<file path="config.mk">
export PLATFORM = sky130hd
export DESIGN_NAME = instruction_fetch
export DESIGN_NICKNAME = d
export VERILOG_FILES = /design/src/rtl/instruction_fetch.sv
export SDC_FILE = /design/constraint.sdc
export NUM_CORES = 1
export LEC_CHECK = 0
export CORE_MARGIN = 1.5
export CORE_UTILIZATION = 51
export CTS_CLUSTER_DIAMETER = 50
export DETAILED_ROUTE_END_ITERATION = 8
export HOLD_SLACK_MARGIN = 0.02
export MAX_ROUTING_LAYER = met4
export PLACE_DENSITY = 0.81
export RECOVER_POWER = 25
export SETUP_SLACK_MARGIN = 0.02
export SLEW_MARGIN = 20
export SYNTH_ARGS = -nofsm -noshare
export SYNTH_HDL_FRONTEND = slang
export SYNTH_SLANG_ARGS = --single-unit
export TNS_END_PERCENT = 30
</file>
<file path="constraint.sdc">
create_clock -name clk -period 4 [get_ports clk]
set_clock_uncertainty 0.2 [all_clocks]
set_input_delay 1.2 -clock clk [delete_from_list [all_inputs] [get_ports clk]]
set_output_delay 1.2 -clock clk [all_outputs]
set_load 0.01 [all_outputs]
</file>
<file path="src/rtl/instruction_fetch.sv">
// Instruction fetch front end: issues word-aligned fetches to a negedge-sampled
// instruction memory, buffers returned words with their addresses in a small
// FIFO, and hands them to decode over a valid/ready handshake. Branch redirects
// flush everything buffered or in flight and restart fetching at the target.
module instruction_fetch #(
    parameter int ADDR_W   = 7,
    parameter int DEPTH    = 2,
    parameter int RESET_PC = 0
) (
    input  logic              clk,
    input  logic              reset,
    output logic [ADDR_W-1:0] imem_addr,
    input  logic [31:0]       imem_data,
    output logic [31:0]       instr,
    output logic [ADDR_W-1:0] instr_pc,
    output logic              instr_valid,
    input  logic              instr_ready,
    input  logic              redirect,
    input  logic [ADDR_W-1:0] redirect_pc
);

    localparam int PTR_W = $clog2(DEPTH);
    localparam int CNT_W = PTR_W + 1;
    localparam logic [CNT_W:0]    DEPTH_V    = (CNT_W + 1)'(DEPTH);
    localparam logic [ADDR_W-1:0] RESET_PC_V = ADDR_W'(RESET_PC);
    localparam logic [ADDR_W-1:0] WORD_STEP  = ADDR_W'(4);

    logic [ADDR_W-1:0] pc;
    logic              req_valid;
    logic [CNT_W-1:0]  count;
    logic [PTR_W-1:0]  wr_ptr;
    logic [PTR_W-1:0]  rd_ptr;
    logic [31:0]       data_q [DEPTH];
    logic [ADDR_W-1:0] pc_q   [DEPTH];

    logic              pop;
    logic              issue;
    logic [CNT_W:0]    occupancy;
    logic [ADDR_W-1:0] target;

    assign instr_valid = (count != '0);
    assign pop         = instr_valid & instr_ready;
    assign target      = {redirect_pc[ADDR_W-1:2], 2'b00};
    assign instr       = data_q[rd_ptr];
    assign instr_pc    = pc_q[rd_ptr];

    // Entries the FIFO will hold once the current request lands; a new request
    // is only issued if it is guaranteed a free slot when it returns.
    assign occupancy = {1'b0, count} - (CNT_W + 1)'(pop) + (CNT_W + 1)'(req_valid);
    assign issue     = (occupancy < DEPTH_V);

    // Request side: redirect restarts at the target, otherwise issue sequentially
    // when the FIFO can absorb the result, else idle with the address held.
    always_ff @(posedge clk or posedge reset) begin
        if (reset) begin
            pc        <= RESET_PC_V;
            imem_addr <= '0;
            req_valid <= 1'b0;
        end else if (redirect) begin
            imem_addr <= target;
            pc        <= target + WORD_STEP;
            req_valid <= 1'b1;
        end else if (issue) begin
            imem_addr <= pc;
            pc        <= pc + WORD_STEP;
            req_valid <= 1'b1;
        end else begin
            req_valid <= 1'b0;
        end
    end

    // FIFO bookkeeping: a redirect empties the queue and drops any pop or capture.
    always_ff @(posedge clk or posedge reset) begin
        if (reset) begin
            count  <= '0;
            wr_ptr <= '0;
            rd_ptr <= '0;
        end else if (redirect) begin
            count  <= '0;
            wr_ptr <= '0;
            rd_ptr <= '0;
        end else begin
            if (req_valid) begin
                wr_ptr <= wr_ptr + PTR_W'(1);
            end
            if (pop) begin
                rd_ptr <= rd_ptr + PTR_W'(1);
            end
            count <= count + CNT_W'(req_valid) - CNT_W'(pop);
        end
    end

    // FIFO storage: capture the returned word with the address that fetched it;
    // cleared on reset so the head reads zero until the first capture.
    always_ff @(posedge clk or posedge reset) begin
        if (reset) begin
            for (int i = 0; i < DEPTH; i++) begin
                data_q[i] <= '0;
                pc_q[i]   <= '0;
            end
        end else if (req_valid && !redirect) begin
            data_q[wr_ptr] <= imem_data;
            pc_q[wr_ptr]   <= imem_addr;
        end
    end

endmodule

</file>
* Word level (Yosys, flattened, before mapping)
Index checks and enable logic that the tools add are counted.
Word-level totals: register bits after elaboration 97, word-level logic and storage cells 55, input port bits 43
Cells by class: magnitude comparators 4, bitwise gates (word level) 3, reduce and logical (&&, ||, !) cells 7, muxes and demuxes 23, add/sub/neg operators 8
Operators with widths (number):
- $mux 32 | 4
- $bwmux 64 | 1
- $mux 7 | 8
- $demux 32 s1 | 1
- $add 7x3->7 const B | 2
- $bwmux 14 | 1
- $reduce_bool 2->1 | 4
- $demux 7 s1 | 1
- $mux 1 | 6
- $ge 2x2->1 const B | 2
- $not 1->2 | 2
- $add 3x1->3 | 1
- $lt 3x2->1 const B | 1
- $sub 2x1->3 | 1
- $add 1x1->1 const B | 2
- $add 2x1->2 | 1
- $logic_and 1x1->1 | 2
- $lt 2x1->1 const B | 1
- $mux 2 | 1
- $sub 2x1->2 | 1
- $and 1x1->1 | 1
- $logic_not 1->1 | 1

* Depth between registers and ports, before layout
Gate-level depths: netlist (run 1).
depth in word-level cells 7, depth in mapped cells 11, gate-level depth less buffers 11

* Worst setup path before layout (run 1)
No wires, ideal clock.
path type input to register, start point input port instr_ready, end point register imem_addr[3], buffers on the path 0, path slack 0.648 ns, arrival 3.027 ns, stages on the path 9, path through and2_1 > ha_1 > inv_1 > ha_1 > fa_1 > xor2_1 > a21oi_4 > inv_6 > mux2_4
Between the ends: word-level cells in the longest chain between the ends 5
RTL lines:
- start: declaration | RTL line 17 | input logic instr_ready,
- $and 1x1->1 | RTL line 42 | assign pop = instr_valid & instr_ready;
- $sub 2x1->3 | RTL line 49 | assign occupancy = {1'b0, count} - (CNT_W + 1)'(pop) + (CNT_W + 1)'(req_valid);
- $add 3x1->3 | RTL line 49
- $lt 3x2->1 | RTL line 50 | assign issue = (occupancy < DEPTH_V);
- $reduce_bool 2->1 (no source line)
- end signal: assignment | RTL line 60 | imem_addr <= target;
- end signal: assignment | RTL line 64 | imem_addr <= pc;
- end: declaration | RTL line 12 | output logic [ADDR_W-1:0] imem_addr,
Every way passes these cells. A chain may end at the register's enable or synchronous reset.

* Worst setup path after layout (run 1)
Same ends and word-level chain as after synthesis.

==> reports/qor.txt, run 1 <==
Vias - 2,486
Worst Tran Pin Value - 1.62 ns
Ratio of cells with drive above 1 in the final layout - 39.5%
Ranking of synthesized cells by area - dfrtp_1, mux2_2, buf_4
Power Total - 4380 uW
Period utilisation layout - 87.8%
Vias per std cell - 5.24
Number of port buffers - 83
Final wirelength - 7.49 mm
Die ar. - 8540 sq um
Number of global-route vias before repair - 2,589
Rel. slew slack - -8.55%
Cells after synthesis - 282
NumNets Final - 415
CP Class - in2reg
Synth Cell Area - 4080 sq um
GRT overflow - 0
DR DRC count - 0
Cell family with most CP delay - adder cells
Drt initial violations - 76
Slew Viols, Final - 38
Synth warn - 0
CTS sink cnt - 89
CP arrival - 3.55 ns
H-tree levels - 3
CP Data Required Time - 4.04 ns
Largest net degree at the start of global routing - 54
CTS clk-pin slew, worst paths - 0.08 ns
Final Hold Fails - 0
FILL cells - 558
CTS tree - yes
Final instance area - 5210 sq um
Die height - 92.4 um
Placer Congestion - 0.865
Final count of negative-setup-slack endpoints - 0
Crit path depth - 10
Area after DPL - 4990 sq um
HPWL after DPL - 5.12 mm
Max stage delay on crit path - 0.38 ns
Initial antenna violation count - 0
Initial Util - 52.8%
ANT cells - 0
Max-cap violations - 1
Layout area overhead - 27.9%
Clk buf depth - 2
F_max - 0.285 GHz
DRT antenna net count - 0
Num CTS Buffers - 9
Hold path depth - 1
Final Non-Filler Cells - 474
RSZ-0062 raised after global routing - no
Yosys top cell area share - 54.6%
Crit-path max FO - 10
Die Span X - 92.4 um
Most Frequent Cell on Critical Path - ha_1
Dpl ws - 0.124 ns
Dpl cells - 459
Worst Setup Slack, final - 0.488 ns
Failing checks - capacitance limit, slew limit
Hold_buf cts - 0
Post-Route Setup TNS - 0 ns
Max VDD drop - 0.000538 V
Num rows - 32
Post-synthesis register bit count - 89
Core area - 7730 sq um
Avg Cell Area, Syn - 14.5 sq um
Post-CTS setup buffers - 0
Tot GR Track Use - 19.6%
Hold Crit Class - reg2reg
Reg2reg path depth - 10
Clk root buf - clkbuf_8
Worst-Skew Late Latency - 0.34 ns
# IOs - 90
WL/cell - 15.8 um
Final min period - 3.51 ns
Sequential area share after synthesis - 54.6%
First-pass GRT wire length - 12.6 mm
WP buf/inv - 3
Crit-path cells - clkdlybuf4s50_1 -> and2_1 -> ha_1 -> inv_1 -> ha_1 -> fa_1 -> xor2_1 -> a21oi_4 -> inv_6 -> mux2_4
Lkg Pwr - 0.00219 uW
Slowest CP cell - clkdlybuf4s50_1
Dominant cell type by area after synthesis - dfrtp_1
Pre-antenna DRT Iters - 4
Cts repair resizes - 0
Status - finished with violations
Pwr dens - 839 nW/um^2
Netlist cell types - 36
Crit path capture type - register
CP startpoint kind - input pin
## worst reg2reg max path: cells and delay by family, from the launching register on
| family | cells | cell delay [ns] |
|---|---|---|
| and+or+nand+nor | 2 | 0.50 |
| DFF | 1 | 0.41 |
| xor gates and xnor gates | 1 | 0.19 |
| buffers and inverters | 2 | 0.13 |
| AOI/OAI and AO/OA | 1 | 0.36 |
| adders and majority gates | 3 | 0.82 |
| muxes | 1 | 0.30 |
## through the flow
| stage | hold slack, ns | utilization [%] |
|---|---|---|
| final | 0.305 | 67.5 |
| after global routing | 0.319 | 67.5 |
| after CTS | 0.306 | 67.7 |
| after detailed placement | 0.288 | 64.6 |
| after global placement | 0.281 | 64.6 |
| after floorplan | 0.274 | - |
## synth_stat cells, drive strengths merged
cell type / count
xor2: 2
mux2: 114
a41o: 1
a31oi: 3
mux2i: 3
clkbuf: 1
o21ai: 3
xnor2: 2
nand2: 7
dfrtp: 89
nor2b: 1
inv: 7
buf: 17
nand2b: 1
or2: 1
nand3b: 1
nand3: 2
a221oi: 1
ha: 3
o221a: 1
nor2: 8
fa: 1
and3: 1
a311oi: 1
a21oi: 5
and4: 1
nor3b: 1
a21o: 2
and2: 1
conb: 1
## logic make-up after synthesis
logic type	share of synthesized area (%)
compound gates	3.44
buf+inv	4.30
fa+ha+maj	1.41
simple gates	2.98
other cells	0.0920
mux	32.3
xor+xnor	0.859
flops	54.6
## area by class of cell
| cell class | instances | area [sq um] | area share (%) |
|---|---|---|---|
| Multi-Input combinational cell | 171 | 1690 | 32.4 |
| Clock inverter | 5 | 104 | 1.99 |
| Inverter | 7 | 32.5 | 0.624 |
| Sequential cell | 89 | 2230 | 42.7 |
| Clock buffer | 10 | 138 | 2.64 |
| Tap cell | 102 | 128 | 2.45 |
| Timing Repair Buffer | 90 | 892 | 17.1 |
## routing by layer
layer	part of all wire (%)	GRT usage, %	vias up
li1	-	-	1164
met1	46	25.4	1249
met4	0.64	4.23	0
met5	0	-	-
met3	5.4	5.50	7
met2	48	31.0	66
## power breakdown
part	total, uW	internal, uW	switching [uW]
combinational	2020	1260	760
clock	728	429	300
sequential	1630	1360	272
total	4380	3040	1330
## placed cells by master, fill, tap and decap left out, drive strengths merged
master and n:
fa 1, conb 4, clkbuf 12, nor3b 1
and2 1, bufinv 3, a311oi 1, xor2 2
buf 5, inv 6, a21o 2, ha 3
a41o 1, dlygate4sd3 2, nor2 8, nand2 7
nand2b 1, xnor2 2, nand3b 1, a31oi 3
mux2 114, o221a 1, dfrtp 89, a21oi 5
nand3 2, or2 1, clkinv 2, clkinvlp 1
nor2b 1, and4 1, o21ai 3, a221oi 1
clkdlybuf4s50 81, mux2i 3, and3 1
## registers in the layout, summed over array words and instances (netlist names)
register / count
pc: 5
pc_q: 10
req_valid: 1
wr_ptr: 1
data_q: 64
count: 2
imem_addr: 5
rd_ptr: 1
## final timing paths
check / slack, ns / to / startpoint
min in group asynchronous: 1.49 / data_q[62]$_DFFE_PP0P_ / reset
worst min register to register: 0.30 / data_q[12]$_DFFE_PP0P_ / data_q[12]$_DFFE_PP0P_
worst max-delay path: 0.49 / imem_addr[3]$_DFFE_PP0P_ / instr_ready
max in group asynchronous: 0.67 / data_q[37]$_DFFE_PP0P_ / reset
worst max register to register: 0.98 / imem_addr[3]$_DFFE_PP0P_ / count[1]$_DFF_PP0_
worst min-delay path: 0.30 / data_q[12]$_DFFE_PP0P_ / data_q[12]$_DFFE_PP0P_
No activity file was read; power rests on OpenSTA's default activity.
==> inputs of run 2 (changes only) <==
- clock period: 4 -> 3.8 ns (I/O delays scaled with it)
==> run 2 against run 1 <==
  * Largest cell class unchanged
  * The run now ends clean
  * Sequential share of layout area decreased by 0.11 points
  * Final cell count is 0.21% higher
  * Cell area rose by 0.26%
  * Clock-buffer cell count unchanged
  * Largest power group unchanged
  * Flip-flop and latch count is the same
  * Combinational power grew 6%
  * Highest routed layer unchanged
  * Core utilization grew 0.18 points
  * Via count increased by 0.76%
==> reports/qor.txt, run 2 (synthesis gave the netlist of run 1 again) <==
Status - finished, final reports clean
Initial antenna violation count - 0
RSZ-0062 raised after global routing - no
F_max - 0.293 GHz
Rel. slew slack - 19.2%
Hold_buf cts - 0
H-tree levels - 3
Die height - 92.4 um
Post-CTS setup buffers - 0
CP arrival - 3.46 ns
Die ar. - 8540 sq um
DRT antenna net count - 0
Max FFs per register - 64
Top sig layer - met4
CP Class - in2reg
Num CTS Buffers - 9
Num rows - 32
Clk root buf - clkbuf_8
Dpl cells - 459
Crit-path max FO - 10
Final Hold Fails - 0
Slew Viols, Final - 0
Number of global-route vias before repair - 2,547
Lkg Pwr - 0.00218 uW
CP startpoint kind - input pin
HPWL after DPL - 5.08 mm
Pwr dens - 872 nW/um^2
CP Data Required Time - 3.84 ns
Clk buf depth - 2
Final count of negative-setup-slack endpoints - 0
Max VDD drop - 0.000550 V
ANT cells - 0
Met3 routed wirelength - 289 um
First-pass GRT wire length - 12.1 mm
Vias per std cell - 5.27
Most frequent cells in the layout - mux2_2, dfrtp_1, clkdlybuf4s50_1
Tot GR Track Use - 18.6%
Comb pwr share - 46.9%
Cts repair resizes - 0
Sequential share of power - 37.4%
Most common cell after layout, fill and taps aside - mux2_2
DR DRC count - 0
Number of port buffers - 83
Worst Tran Pin Value - 1.21 ns
Hold Crit Class - reg2reg
GRT overflow - 0
Final Non-Filler Cells - 475
Layout area overhead - 28.2%
Max-cap violations - 0
Die Span X - 92.4 um
Switch share - 30.8%
Final min period - 3.42 ns
Ratio of cells with drive above 1 in the final layout - 39.9%
CTS sink cnt - 89
Cell internal pwr - 3160 uW
CTS clk-pin slew, worst paths - 0.09 ns
Biggest regs - data_q x64, pc_q x10
Biggest register - data_q
Pre-antenna DRT Iters - 4
Area after DPL - 5010 sq um
Met2 WL post-DR - 3.73 mm
Switching power - 1400 uW
Final instance area - 5230 sq um
Drt initial violations - 55
Vias - 2,505
Clk pwr share - 15.7%
Crit path capture type - register
CTS tree - yes
WL/cell - 15.6 um
Core area - 7730 sq um
Final wirelength - 7.43 mm
Worst-Skew Late Latency - 0.35 ns
DRT met1 WL - 3.35 mm
Largest net degree at the start of global routing - 51
Period utilisation layout - 89.9%
# IOs - 90
Initial Util - 52.8%
NumNets Final - 415
Placer Congestion - 0.784
-- run 2: layout make-up --
cell class	count	area [sq um]
fill	539	2500
sequential	89	2230
multi-input combinational	171	1690
timing repair buffer	90	918
clock buffer	10	138
tap	102	128
clock inverter	6	91.3
inverter	7	32.5
-- run 2: stage by stage --
| stage | setup slack (ns) | setup TNS (ns) | util [%] | power [uW] | hold slack, ns |
|---|---|---|---|---|---|
| floorplan | 0.153 | 0 | - | 3000 | 0.274 |
| global route | 0.238 | 0 | 67.6 | 4850 | 0.323 |
| CTS | 0.390 | 0 | 67.8 | 4620 | 0.309 |
| detailed placement | -0.00118 | -0.00118 | 64.9 | 3890 | 0.288 |
| global placement | 0.0238 | 0 | 64.9 | 3810 | 0.281 |
| finish | 0.384 | 0 | 67.6 | 4560 | 0.305 |
-- run 2: worst paths after layout --
check / cells after the start / slack (ns) / end / startpoint
min in group asynchronous: 2 / 1.17 / data_q[30]$_DFFE_PP0P_ / reset
worst max register to register: 10 / 0.80 / imem_addr[3]$_DFFE_PP0P_ / count[1]$_DFF_PP0_
max in group asynchronous: 3 / 0.61 / data_q[23]$_DFFE_PP0P_ / reset
worst max-delay path: 10 / 0.38 / imem_addr[3]$_DFFE_PP0P_ / instr_ready
worst min register to register: 1 / 0.30 / data_q[4]$_DFFE_PP0P_ / data_q[4]$_DFFE_PP0P_
worst min-delay path: 1 / 0.30 / data_q[4]$_DFFE_PP0P_ / data_q[4]$_DFFE_PP0P_
-- run 2: worst max-delay path, cell delays in order --
cell and delay [ns]:
clkdlybuf4s50_1 0.39, and2_1 0.15, ha_1 0.27, inv_1 0.04, ha_1 0.18, fa_1 0.37
xor2_1 0.19, a21oi_4 0.36, inv_6 0.08, mux2_4 0.30
-- run 2: power groups by stage --
stage	Clock [uW]	Sequential, uW	Combinational [uW]
CTS	740	1710	2170
global placement	0	1690	2120
detailed placement	0	1730	2160
floorplan	0	1640	1360
finish	717	1700	2140
global route	772	1770	2310
-- run 2: routing by layer --
layer  vias to the layer above  GRT usage (%)
met4                         0           6.41
met3                         7           3.37
met1                      1272           23.2
li1                       1161              -
met5                         -              -
met2                        65           30.7
